**config.mk**
```make
export PLATFORM = sky130hd
export DESIGN_NAME = mem_port_arbiter
export DESIGN_NICKNAME = d
export VERILOG_FILES = /design/src/rtl/mem_port_arbiter.sv
export SDC_FILE = /design/constraint.sdc
export NUM_CORES = 1
export LEC_CHECK = 0
export BUFFER_PORTS_ARGS = -buffer_cell sky130_fd_sc_hd__buf_2
export CAP_MARGIN = 0
export CELL_PAD_IN_SITES_DETAIL_PLACEMENT = 0
export CELL_PAD_IN_SITES_GLOBAL_PLACEMENT = 1
export CORE_AREA = 2 2 109 111
export DETAILED_ROUTE_END_ITERATION = 8
export DIE_AREA = 0 0 111 113
export GPL_TIMING_DRIVEN = 0
export PLACE_DENSITY = 0.84
export RECOVER_POWER = 100
export SETUP_SLACK_MARGIN = 0.5
export SLEW_MARGIN = 20
export SYNTH_ARGS = -nofsm -noshare
export SYNTH_HDL_FRONTEND = slang
export SYNTH_SLANG_ARGS = --single-unit
```
**constraint.sdc**
```tcl
create_clock -name clk -period 4.4 [get_ports clk]
set_input_delay 0.44 -clock clk [delete_from_list [all_inputs] [get_ports clk]]
set_output_delay 0.44 -clock clk [all_outputs]
set_load 0.01 [all_outputs]
```
**src/rtl/mem_port_arbiter.sv**
```systemverilog
// mem_port_arbiter
//   Shares one req/gnt/rvalid memory port between the instruction-fetch
//   requester (port I) and the load/store requester (port D). Responses come
//   back in order. A small owner-ID FIFO routes each response to the port that
//   issued the request. A fetch flush marks in-flight I responses for discard.
//
// Ports
//   clk, rstn                      clock, synchronous active-low reset
//   i_req_i/i_addr_i/i_gnt_o       fetch request channel
//   i_rvalid_o/i_rdata_o/i_err_o   fetch response channel
//   i_flush_i                      drop every fetch response outstanding now
//   d_req_i/d_we_i/d_be_i/d_addr_i/d_wdata_i/d_gnt_o   data request channel
//   d_rvalid_o/d_rdata_o/d_err_o   data response channel
//   mem_*                          shared memory port (request + response)
//   busy_o                         at least one transaction outstanding
//   proto_err_o                    sticky: response seen with nothing outstanding
module mem_port_arbiter #(
  parameter int unsigned MAX_OUTSTANDING = 2,
  parameter bit          D_PRIORITY      = 1'b1
) (
  input  logic        clk,
  input  logic        rstn,
  input  logic        i_req_i,
  input  logic [31:0] i_addr_i,
  output logic        i_gnt_o,
  output logic        i_rvalid_o,
  output logic [31:0] i_rdata_o,
  output logic        i_err_o,
  input  logic        i_flush_i,
  input  logic        d_req_i,
  input  logic        d_we_i,
  input  logic [3:0]  d_be_i,
  input  logic [31:0] d_addr_i,
  input  logic [31:0] d_wdata_i,
  output logic        d_gnt_o,
  output logic        d_rvalid_o,
  output logic [31:0] d_rdata_o,
  output logic        d_err_o,
  output logic        mem_req_o,
  output logic        mem_we_o,
  output logic [3:0]  mem_be_o,
  output logic [31:0] mem_addr_o,
  output logic [31:0] mem_wdata_o,
  input  logic        mem_gnt_i,
  input  logic        mem_rvalid_i,
  input  logic [31:0] mem_rdata_i,
  input  logic        mem_err_i,
  output logic        busy_o,
  output logic        proto_err_o
);

  localparam int unsigned PW = (MAX_OUTSTANDING > 1) ? $clog2(MAX_OUTSTANDING) : 1;
  localparam int unsigned CW = $clog2(MAX_OUTSTANDING + 1);

  typedef enum logic {OWN_I = 1'b0, OWN_D = 1'b1} owner_e;

  // Outstanding-transaction FIFO
  owner_e                     owner_q [MAX_OUTSTANDING];
  logic [MAX_OUTSTANDING-1:0] valid_q;
  logic [MAX_OUTSTANDING-1:0] discard_q;
  logic [PW-1:0]              wr_ptr, rd_ptr;
  logic [CW-1:0]              count;

  // Arbitration state
  logic   lock_valid;
  owner_e lock_owner;
  owner_e last_owner;
  logic   proto_err_q;

  owner_e sel;
  logic   sel_req;
  logic   full;
  logic   sel_gnt;
  logic   pop;
  owner_e head_owner;
  logic   head_discard;
  logic   fwd;

  function automatic logic [PW-1:0] ptr_inc(input logic [PW-1:0] p);
    return (p == PW'(MAX_OUTSTANDING - 1)) ? '0 : p + PW'(1);
  endfunction

  // NOTE: every signal written in an always_comb gets a default first, so no
  // path through the block leaves it unassigned and no latch is inferred.
  always_comb begin
    sel     = OWN_D;
    sel_req = 1'b0;
    if (lock_valid) begin
      // A stalled request must stay on the bus unchanged until it is granted.
      sel     = lock_owner;
      sel_req = (lock_owner == OWN_D) ? d_req_i : i_req_i;
    end else if (d_req_i && i_req_i) begin
      sel     = (D_PRIORITY || last_owner == OWN_I) ? OWN_D : OWN_I;
      sel_req = 1'b1;
    end else if (d_req_i) begin
      sel     = OWN_D;
      sel_req = 1'b1;
    end else if (i_req_i) begin
      sel     = OWN_I;
      sel_req = 1'b1;
    end
  end

  // A pop in the same cycle does not free a slot for this cycle's request.
  assign full      = (count == CW'(MAX_OUTSTANDING));
  assign mem_req_o = sel_req & ~full;
  assign sel_gnt   = mem_req_o & mem_gnt_i;
  assign i_gnt_o   = sel_gnt & (sel == OWN_I);
  assign d_gnt_o   = sel_gnt & (sel == OWN_D);

  always_comb begin
    mem_we_o    = 1'b0;
    mem_be_o    = 4'h0;
    mem_addr_o  = '0;
    mem_wdata_o = '0;
    if (sel_req) begin
      if (sel == OWN_D) begin
        mem_we_o    = d_we_i;
        mem_be_o    = d_be_i;
        mem_addr_o  = d_addr_i;
        mem_wdata_o = d_wdata_i;
      end else begin
        mem_be_o    = 4'hF;
        mem_addr_o  = i_addr_i;
      end
    end
  end

  // Response routing. A flush in the pop cycle also kills an I head entry.
  assign pop          = mem_rvalid_i & (count != '0);
  assign head_owner   = owner_q[rd_ptr];
  assign head_discard = discard_q[rd_ptr] | (i_flush_i & (head_owner == OWN_I));
  assign fwd          = pop & ~head_discard;

  assign i_rvalid_o = fwd & (head_owner == OWN_I);
  assign d_rvalid_o = fwd & (head_owner == OWN_D);
  assign i_rdata_o  = i_rvalid_o ? mem_rdata_i : '0;
  assign d_rdata_o  = d_rvalid_o ? mem_rdata_i : '0;
  assign i_err_o    = i_rvalid_o & mem_err_i;
  assign d_err_o    = d_rvalid_o & mem_err_i;

  assign busy_o      = (count != '0);
  assign proto_err_o = proto_err_q;

  // NOTE: sequential state uses non-blocking assignments only, so every
  // right-hand side sees the pre-edge value regardless of statement order.
  always_ff @(posedge clk) begin
    if (!rstn) begin
      // NOTE: the FIFO entries are reset too, so a response to a transaction
      // issued before reset can never be routed from stale owner/discard bits.
      for (int i = 0; i < MAX_OUTSTANDING; i++) owner_q[i] <= OWN_I;
      valid_q     <= '0;
      discard_q   <= '0;
      wr_ptr      <= '0;
      rd_ptr      <= '0;
      count       <= '0;
      lock_valid  <= 1'b0;
      lock_owner  <= OWN_I;
      last_owner  <= OWN_D;
      proto_err_q <= 1'b0;
    end else begin
      if (i_flush_i) begin
        for (int i = 0; i < MAX_OUTSTANDING; i++) begin
          if (valid_q[i] && owner_q[i] == OWN_I) discard_q[i] <= 1'b1;
        end
      end

      if (pop) begin
        valid_q[rd_ptr] <= 1'b0;
        rd_ptr          <= ptr_inc(rd_ptr);
      end

      // The slot at wr_ptr is never valid here, so a grant in the flush cycle
      // lands with discard clear (the later assignment wins).
      if (sel_gnt) begin
        owner_q[wr_ptr]   <= sel;
        valid_q[wr_ptr]   <= 1'b1;
        discard_q[wr_ptr] <= 1'b0;
        wr_ptr            <= ptr_inc(wr_ptr);
        last_owner        <= sel;
      end

      case ({sel_gnt, pop})
        2'b10:   count <= count + CW'(1);
        2'b01:   count <= count - CW'(1);
        default: count <= count;
      endcase

      if (sel_gnt) begin
        lock_valid <= 1'b0;
      end else if (mem_req_o) begin
        lock_valid <= 1'b1;
        lock_owner <= sel;
      end

      if (mem_rvalid_i && count == '0) proto_err_q <= 1'b1;
    end
  end

endmodule

```
==> run metrics, run 1 <==
switching part of the total 45.5%; DRT antenna net count 0; DIE HEIGHT 113 µm; via/cell ratio 4.13; Worst-Skew Late Latency 0.24 ns; synth warn 0; Final HPWL DP 7450 µm; status completed; Final Hold Fails 0; number of remaining DRC errors 0; Seq pwr share 17.9%; NetSw 458 µW; Initial Util 16.7%; Die Wd 111 µm; Layout Skew 0.00370 ns; total core area 11,300 µm²; syn_nets 445; Fill cells 1,351; vias in the first global route 2,744; clock root cell clkbuf_16; slew at the pin with the worst max-slew slack 0.870 ns; CP Capture Type primary output; H-tree levels 1; number of synthesized flops with an enable pin 0; IO Pins 283; CTS Buf Count 3; type of the worst min-delay path input pin to register; drt first pass iters 4; Pwr Density 299 nW/µm²; internal power 549 µW; endpoints failing setup 0; largest net degree at the start of global routing 11; mapped cell area 1880 µm²; clock network power share 19.0%; Crit Path Category register to primary output; fmax 0.336 GHz; gpl congestion 0.764; FFs w/ async S/R, synth 0%; WL per Instance 12.0 µm; synth unique cells 36; most frequent cells after synthesis and2_1, nand2_1, a21oi_1, and3_1, dfxtp_1; cell taking the most area after synthesis and2_1; Slew headroom 41.9%; peak supply drop 0.157 mV; post-synthesis sequential area ratio 14.9%; antenna violations before repair 0; CP max FO 10; placed inst area 3470 µm²; top cells by area, synth and2_1, dfxtp_1, nand2_1; most common cell in the netlist and2_1; Final period util 67.7%; setup TNS 0 ns; Worst Path Arrival 2.54 ns; Clk pin slew, worst setup/hold paths 0.05 ns; gr ovfl total 0; Data required, critical path 3.96 ns; port bufs 281; # rows 39; syn_area_per_cell 6.21 µm²; Resized Gates After CTS 0; fin area 3360 µm²; Yosys top cell area share 23.3%; CTS tree done; Synth Register Bits 14; final worst setup slack 1.42 ns; final net count 731; clock buffer depth 2; via count 3,019; DIE AREA 12,500 µm²; Num Clock Sinks 14; fin util 29.8%; Initial DRC Count 99; cts hold-fix bufs 0; Main synth FF type dfxtp_1; R2R Setup Slk 2.14 ns; CP Launch Type register; Final Max Slew Viols 0; crit path time final 2.98 ns; WL final 8760 µm; postcts setup bufs 0; dpl ws 2.05 ns; Synth-to-Final Area Change 78.8%; fraction of layout cells with a size suffix above 1 32.7%; combinational power share 63.1%; Max Cap Viol 0; gr usage total 12.4%; first-pass GRT wire length 13,000 µm; P_leak 1.78 nW; Inserted Diodes 0; worst hold margin 0.417 ns; setup repair after global routing missed its margin no; Post-Syn Instances 303
stage by stage:
step | cells | power, mW
6_report | 731 | 1.01
3_3_place_gp | 727 | 0.880
2_1_floorplan | 303 | 0.588
3_5_place_dp | 727 | 0.879
5_1_grt | 731 | 1.09
4_1_cts | 731 | 1.08
path summary, 6_finish.rpt:
kind / from / to / depth (start not counted)
max: count[0] / i_rdata_o[27] / 9
min: mem_gnt_i / lock_owner / 2
max reg2reg: lock_owner / count[1] / 5
min reg2reg: valid_q[1] / valid_q[1] / 2
per-layer routing:
metal,track usage [%],vias up,wire length [µm]
li1,-,1555,-
met4,4.42,0,210
met3,2.52,12,749
met2,23.1,185,4420
met1,14.1,1267,3380
met5,0,-,0
kinds of logic (layout without fill, tap and decap cells):
logic type | Yosys count | count (layout) | share of synthesized area, %
DFF | 14 | 14 | 14.9
AOI/OAI and AO/OA | 48 | 48 | 14.9
xor gates and xnor gates | 3 | 3 | 1.40
muxes | 5 | 5 | 2.73
and+or+nand+nor | 201 | 201 | 56.8
buffers and inverters | 31 | 316 | 8.58
adders and majority gates | 1 | 1 | 0.665
registers in the layout, summed over array words and instances (netlist names), named ones only:
| register | cells |
|---|---|
| rd_ptr | 1 |
| lock_owner | 1 |
| count | 2 |
| valid_q | 2 |
| discard_q | 2 |
| wr_ptr | 1 |
| proto_err_o | 1 |
| lock_valid | 1 |
| owner_q | 2 |
placed cells by master, fill, tap and decap left out, types with 2 or more instances in the layout:
master | Yosys | final
buf_2 | 11 | 183
clkbuf_1 | 10 | 124
nand2_1 | 69 | 70
and2_1 | 70 | 44
and3_1 | 34 | 34
a21oi_1 | 34 | 34
and2_0 | 0 | 26
nor2_1 | 13 | 15
dfxtp_1 | 14 | 14
o21a_1 | 4 | 4
mux2i_1 | 4 | 4
nand2b_1 | 3 | 3
inv_1 | 3 | 3
o21ai_0 | 2 | 3
clkbuf_16 | 0 | 3
nor2b_1 | 2 | 2
and3b_1 | 2 | 2
xnor2_1 | 2 | 2
cell type report:
class | count | area (µm²) | share of cell area [%]
Clock buffer | 4 | 88.8 | 2.64
Buffer | 26 | 108 | 3.20
Timing Repair Buffer | 281 | 1270 | 37.9
Tap cell | 143 | 179 | 5.32
Multi-Input combinational cell | 258 | 1420 | 42.1
Inverter | 5 | 20.0 | 0.595
Sequential cell | 14 | 280 | 8.33
power by group through the flow:
| stage | combinational (mW) | clock [mW] | sequential (mW) |
|---|---|---|---|
| 5_1_grt | 0.708 | 0.202 | 0.185 |
| 4_1_cts | 0.699 | 0.195 | 0.182 |
| 3_3_place_gp | 0.697 | 0 | 0.183 |
| 2_1_floorplan | 0.410 | 0 | 0.178 |
| 3_5_place_dp | 0.695 | 0 | 0.184 |
| 6_report | 0.635 | 0.191 | 0.180 |
worst max-delay path, cell delays in order (launching register included):
cell	delay [ns]
dfxtp_1	0.42
nor2_1	0.10
clkinv_1	0.08
nand2_2	0.07
clkinvlp_2	0.13
nand2_1	0.09
nor3b_1	0.73
clkbuf_1	0.34
and2_1	0.18
clkbuf_1	0.16
No activity file was read; power rests on OpenSTA's default activity.
==> run 2: changes to the inputs <==
--- a/config.mk
+++ b/config.mk
@@ -9,11 +9,10 @@
 export CAP_MARGIN = 0
 export CELL_PAD_IN_SITES_DETAIL_PLACEMENT = 0
 export CELL_PAD_IN_SITES_GLOBAL_PLACEMENT = 1
-export CORE_AREA = 2 2 109 111
+export CORE_UTILIZATION = 15
 export DETAILED_ROUTE_END_ITERATION = 8
-export DIE_AREA = 0 0 111 113
 export GPL_TIMING_DRIVEN = 0
-export PLACE_DENSITY = 0.84
+export PLACE_DENSITY = 0.8
 export RECOVER_POWER = 100
 export SETUP_SLACK_MARGIN = 0.5
 export SLEW_MARGIN = 20
==> constraint.sdc (replaced) <==
create_clock -name clk -period 2.43 [get_ports clk]
set_input_delay 0.243 -clock clk [delete_from_list [all_inputs] [get_ports clk]]
set_output_delay 0.243 -clock clk [all_outputs]
set_load 0.01 [all_outputs]
==> run 2 against run 1 <==
Total power grew 110%. Wire length fell by 2.4%. Clock-buffer cell count fell by 1. Clock power is 60% higher. Largest power group unchanged. Highest routed layer is now met5.
==> run metrics, run 2 (synthesis gave the netlist of run 1 again) <==
via/cell ratio 3.99; first-pass GRT wire length 11,800 µm; CTS Buf Count 3; Final Max Slew Viols 0; DIE AREA 13,000 µm²; switching part of the total 43.3%; CP Capture Type primary output; gr usage total 11.3%; Data required, critical path 2.19 ns; Num Clock Sinks 14; area of the multi-input gates 1500 µm²; Clk pin slew, worst setup/hold paths 0.05 ns; fmax 0.480 GHz; Fill cells 1,423; port bufs 281; crit path time final 2.08 ns; CTS tree done; CP max-delay cell mux2_1; setup TNS 0 ns; IO Pins 283; status completed; Die Wd 114 µm; Initial DRC Count 74; Synth-to-Final Area Change 98.9%; WL per Instance 11.0 µm; Slew headroom 70.5%; number of remaining DRC errors 0; via count 3,093; Worst Path Arrival 1.84 ns; Buf/Inv on CP 3; crit-path max cell delay 0.39 ns; WL final 8560 µm; combinational power share 69.1%; critical-path cell list mux2_1 > o21ai_4 > clkbuf_1 > buf_4 > a21oi_1 > clkbuf_1; final net count 752; total core area 12,100 µm²; largest net degree at the start of global routing 11; gpl congestion 0.771; clock buffer depth 2; crit-path leading delay family buffers and inverters; NetSw 898 µW; fin area 3740 µm²; Final period util 85.7%; Max Cap Viol 0; endpoints failing setup 0; CP Launch Type register; most frequent cells in the layout buf_2, clkbuf_1, nand2_1; placed inst area 3500 µm²; clock root cell clkbuf_16; drt first pass iters 5; clock network power share 14.7%; # rows 40; Crit Path Category register to primary output; Final HPWL DP 6900 µm; Pwr Density 554 nW/µm²; Sequential Area 288 µm²; Seq pwr share 16.1%; DIE HEIGHT 114 µm; Inserted Diodes 0; CP max FO 10; H-tree levels 1; Worst-Skew Late Latency 0.24 ns; setup repair after global routing missed its margin yes; antenna violations before repair 2; gr ovfl total 0; vias in the first global route 2,459; Initial Util 15.5%; type of the worst min-delay path input pin to register; commonest non-fill, non-tap cell in the layout buf_2; Final Hold Fails 0; most used cell, CP clkbuf_1; peak supply drop 0.256 mV; fraction of layout cells with a size suffix above 1 36.8%; P_leak 1.94 nW; slew at the pin with the worst max-slew slack 0.442 ns; Layout Skew 0.00258 ns; DRT antenna net count 0; internal power 1.17 mW
[run 2: cell types whose count changed in the layout (fill, tap and decap cells not counted), moves of 2 or more]
cell	previous run	this run
buf_4	0	18
and2_0	26	1
o21ai_4	0	2
buf_8	0	3
and2_1	44	69
buf_2	183	168
mux2i_1	4	2
a21oi_2	0	5
buf_6	0	10
a21oi_1	34	29
dfxtp_1	14	12
dfxtp_4	0	2
[run 2: what timing repair did]
item | in CTS | in global routing
endpoints found under the setup margin | 103 | 82
gates cloned | 0 | 2
hold buffers | 0 | 0
setup buffers | 5 | 14
pin swaps | 3 | 2
gates resized for setup | 29 | 29
[run 2: routing by layer]
metal  share of wire (%)  GRT usage (%)  vias to the layer above
met5                0.20              0                        -
li1                    -              -                     1593
met3                  10           2.98                        9
met2                  51           21.9                      174
met4                0.71           1.90                        2
met1                  38           12.4                     1315
[run 2: path summary, 6_finish.rpt]
kind         depth (start not counted)        from             to  slack, ns
max                                  6  lock_owner  mem_addr_o[2]       0.35
min reg2reg                          2  valid_q[1]     valid_q[1]       0.46
min                                  2   mem_gnt_i     lock_owner       0.24
max reg2reg                          5  lock_owner       count[1]       0.38
[run 2: layout make-up]
type / count / area share [%]
Buffer: 26 / 5.75
Clock buffer: 3 / 2.01
Inverter: 5 / 0.568
Multi-Input combinational cell: 258 / 40.1
Sequential cell: 14 / 7.69
Tap cell: 168 / 5.61
Timing Repair Buffer: 302 / 38.3
[run 2: power groups by stage]
stage | combinational, mW | clock (mW) | sequential [mW]
final | 1.43 | 0.305 | 0.335
after global routing | 1.57 | 0.325 | 0.341
after CTS | 1.34 | 0.312 | 0.345
after detailed placement | 1.25 | 0 | 0.330
after global placement | 1.26 | 0 | 0.331
after floorplan | 0.742 | 0 | 0.322
[run 2: per-stage QoR]
| step | hold WS [ns] | power, mW | std cells | setup WS, ns | util [%] |
|---|---|---|---|---|---|
| after global placement | 0.450 | 1.59 | 752 | 0.457 | 28.9 |
| final | 0.241 | 2.07 | 776 | 0.348 | 30.9 |
| after global routing | 0.241 | 2.24 | 776 | 0.237 | 30.9 |
| after CTS | 0.260 | 1.99 | 760 | 0.434 | 30.6 |
| after detailed placement | 0.454 | 1.58 | 752 | 0.460 | 28.9 |
| after floorplan | 0.345 | 1.06 | 303 | 0.674 | - |
==> run 3: changes to the inputs <==
--- a/config.mk
+++ b/config.mk
@@ -5,14 +5,16 @@
 export SDC_FILE = /design/constraint.sdc
 export NUM_CORES = 1
 export LEC_CHECK = 0
+export ABC_AREA = 1
 export BUFFER_PORTS_ARGS = -buffer_cell sky130_fd_sc_hd__buf_2
-export CAP_MARGIN = 0
+export CAP_MARGIN = 10
 export CELL_PAD_IN_SITES_DETAIL_PLACEMENT = 0
 export CELL_PAD_IN_SITES_GLOBAL_PLACEMENT = 1
 export CORE_UTILIZATION = 15
 export DETAILED_ROUTE_END_ITERATION = 8
 export GPL_TIMING_DRIVEN = 0
-export PLACE_DENSITY = 0.8
+export HOLD_SLACK_MARGIN = 0.03
+export PLACE_DENSITY = 0.82
 export RECOVER_POWER = 100
 export SETUP_SLACK_MARGIN = 0.5
 export SLEW_MARGIN = 20
==> run 3 against run 2 <==
Sequential share of layout area about the same. Register-to-register slack improved by 0.20 ns. Die area increased by 4.4%. Design area increased by 0.23%. Synthesized cell count increased by 29%. Critical path type unchanged.
==> run metrics, run 3 <==
CTS tree done; worst hold margin 0.265 ns; endpoints failing setup 0; NetSw 872 µW; Post-Layout Cell Count 867; CP Launch Type register; peak supply drop 0.241 mV; Clk pin slew, worst setup/hold paths 0.05 ns; post-synthesis compound-gate area fraction 15.2%; via count 3,397; combinational power share 64.6%; synth warn 0; CP max FO 10; syn_nets 533; Worst-Skew Late Latency 0.25 ns; number of remaining DRC errors 0; Data required, critical path 2.19 ns; Die Wd 116 µm; via/cell ratio 3.92; top cells by area, synth nor2_1, dfxtp_1, nand2_1; gpl congestion 0.824; clock network power share 19.0%; setup TNS 0 ns; cell count after placement 844; Yosys top cell area share 29.6%; commonest non-fill, non-tap cell in the layout buf_2; gr usage total 12.3%; most common cell in the netlist nor2_1; largest net degree at the start of global routing 11; syn_area_per_cell 5.03 µm²; Final HPWL DP 7890 µm; Final period util 83.2%; antenna violations before repair 0; DRT antenna net count 0; most frequent cells in the layout buf_2, nor2_1, clkbuf_1; Synth Register Bits 14; Synth-to-Final Area Change 90.9%; port bufs 281; Synth Area in Adders 0.637%; WL final 10,300 µm; Layout Skew 0.00284 ns; largest family of logic cells by synthesized area simple AND/OR/NAND/NOR gates; most frequent cells after synthesis nor2_1, nand2_1, inv_1; # rows 41; mapped cell area 1970 µm²; P_leak 2.08 nW; Overall Power 1.84 mW; synth unique cells 23; Max Cap Viol 0; clock buffer depth 2; Crit Path Category register to primary output; FFs w/ async S/R, synth 0%; Num Clock Sinks 14; IO Pins 283; DIE AREA 13,600 µm²; gr ovfl total 0; Seq pwr share 16.5%; H-tree levels 1; CTS Buf Count 3; crit path time final 2.02 ns; Initial DRC Count 157; vias in the first global route 2,748; Final Max Slew Viols 0; number of synthesized flops with an enable pin 0; type of the worst min-delay path input pin to register; CP Capture Type primary output; Initial Util 15.5%; first-pass GRT wire length 13,300 µm; clock root cell clkbuf_16; status completed; slew at the pin with the worst max-slew slack 0.626 ns; DIE HEIGHT 116 µm; drt first pass iters 4; Synth Area in Simple Gates 50.8%; Final Hold Fails 0; Inserted Diodes 0; setup repair after global routing missed its margin yes; Slew headroom 58.3%; WL per Instance 11.8 µm; fraction of layout cells with a size suffix above 1 35.3%; xor-xnor portion of the synthesized cell area 0%; Pwr Density 491 nW/µm²; Worst Path Arrival 1.78 ns; internal power 970 µW; cell taking the most area after synthesis nor2_1; Post-Syn Instances 391; mux share of post-synthesis cell area 0%; post-synthesis sequential area ratio 14.3%; Main synth FF type dfxtp_1; final net count 838; fin util 29.5%; switching part of the total 47.3%; total core area 12,700 µm²; fmax 0.495 GHz
[run 3: cells by family after synthesis]
group | Yosys count
adder cells (fa/ha/maj) | 1
buffers and inverters | 80
flip-flops | 14
AO/OA/AOI/OAI | 57
AND/OR/NAND/NOR | 239
[run 3: worst paths after layout]
| path | startpoint | end | slack (ns) | cells past startpoint |
|---|---|---|---|---|
| max | lock_owner | mem_addr_o[20] | 0.41 | 8 |
| min | mem_rvalid_i | proto_err_o | 0.27 | 3 |
| max reg2reg | lock_owner | count[1] | 0.58 | 10 |
| min reg2reg | lock_valid | lock_valid | 0.46 | 2 |
[run 3: power by group through the flow]
stage          clock network (mW)  registers [mW]  logic (mW)
3_5_place_dp                    0           0.300        1.14
5_1_grt                     0.373           0.308        1.33
3_3_place_gp                    0           0.300        1.14
6_report                    0.350           0.303        1.19
2_1_floorplan                   0           0.297       0.650
4_1_cts                     0.357           0.296        1.15
[run 3: metrics by stage]
step	cell area (µm²)	setup slack [ns]
final	3750	0.409
after global routing	3750	0.242
after CTS	3700	0.514
after detailed placement	3590	0.391
after global placement	3590	0.373
after floorplan	1970	0.837
[run 3: routing by layer]
metal	vias to the layer above	routed length [µm]	share of wire (%)	global-route usage, %
met5	-	0	0	0
met4	0	148	1.4	2.99
met3	13	600	5.8	1.66
li1	1796	-	-	-
met1	1450	4650	45	16.0
met2	138	4870	47	21.3
[run 3: worst max-delay path: stages, from the launching register on]
cell and delay (ns):
dfxtp_1 0.33, inv_1 0.05, nand2_1 0.07, nand2_1 0.05, nand2_1 0.25, clkbuf_1 0.33, o21ai_0 0.16, nor2_1 0.11
clkbuf_1 0.17
[run 3: layout make-up]
class	instances	area (µm²)
sequential	14	288
tap	172	215
timing repair buffer	298	1390
buffer	25	160
multi-input combinational	299	1400
clock buffer	4	88.8
inverter	55	214
fill	1520	8970
[run 3: timing repair]
item	4_1_cts	5_1_grt
pin swaps	0	4
hold buffers	0	0
buffers inserted	0	11
gates resized for setup	10	57
hold endpoints to repair	0	0
gates cloned	0	8
endpoints found under the setup margin	36	114
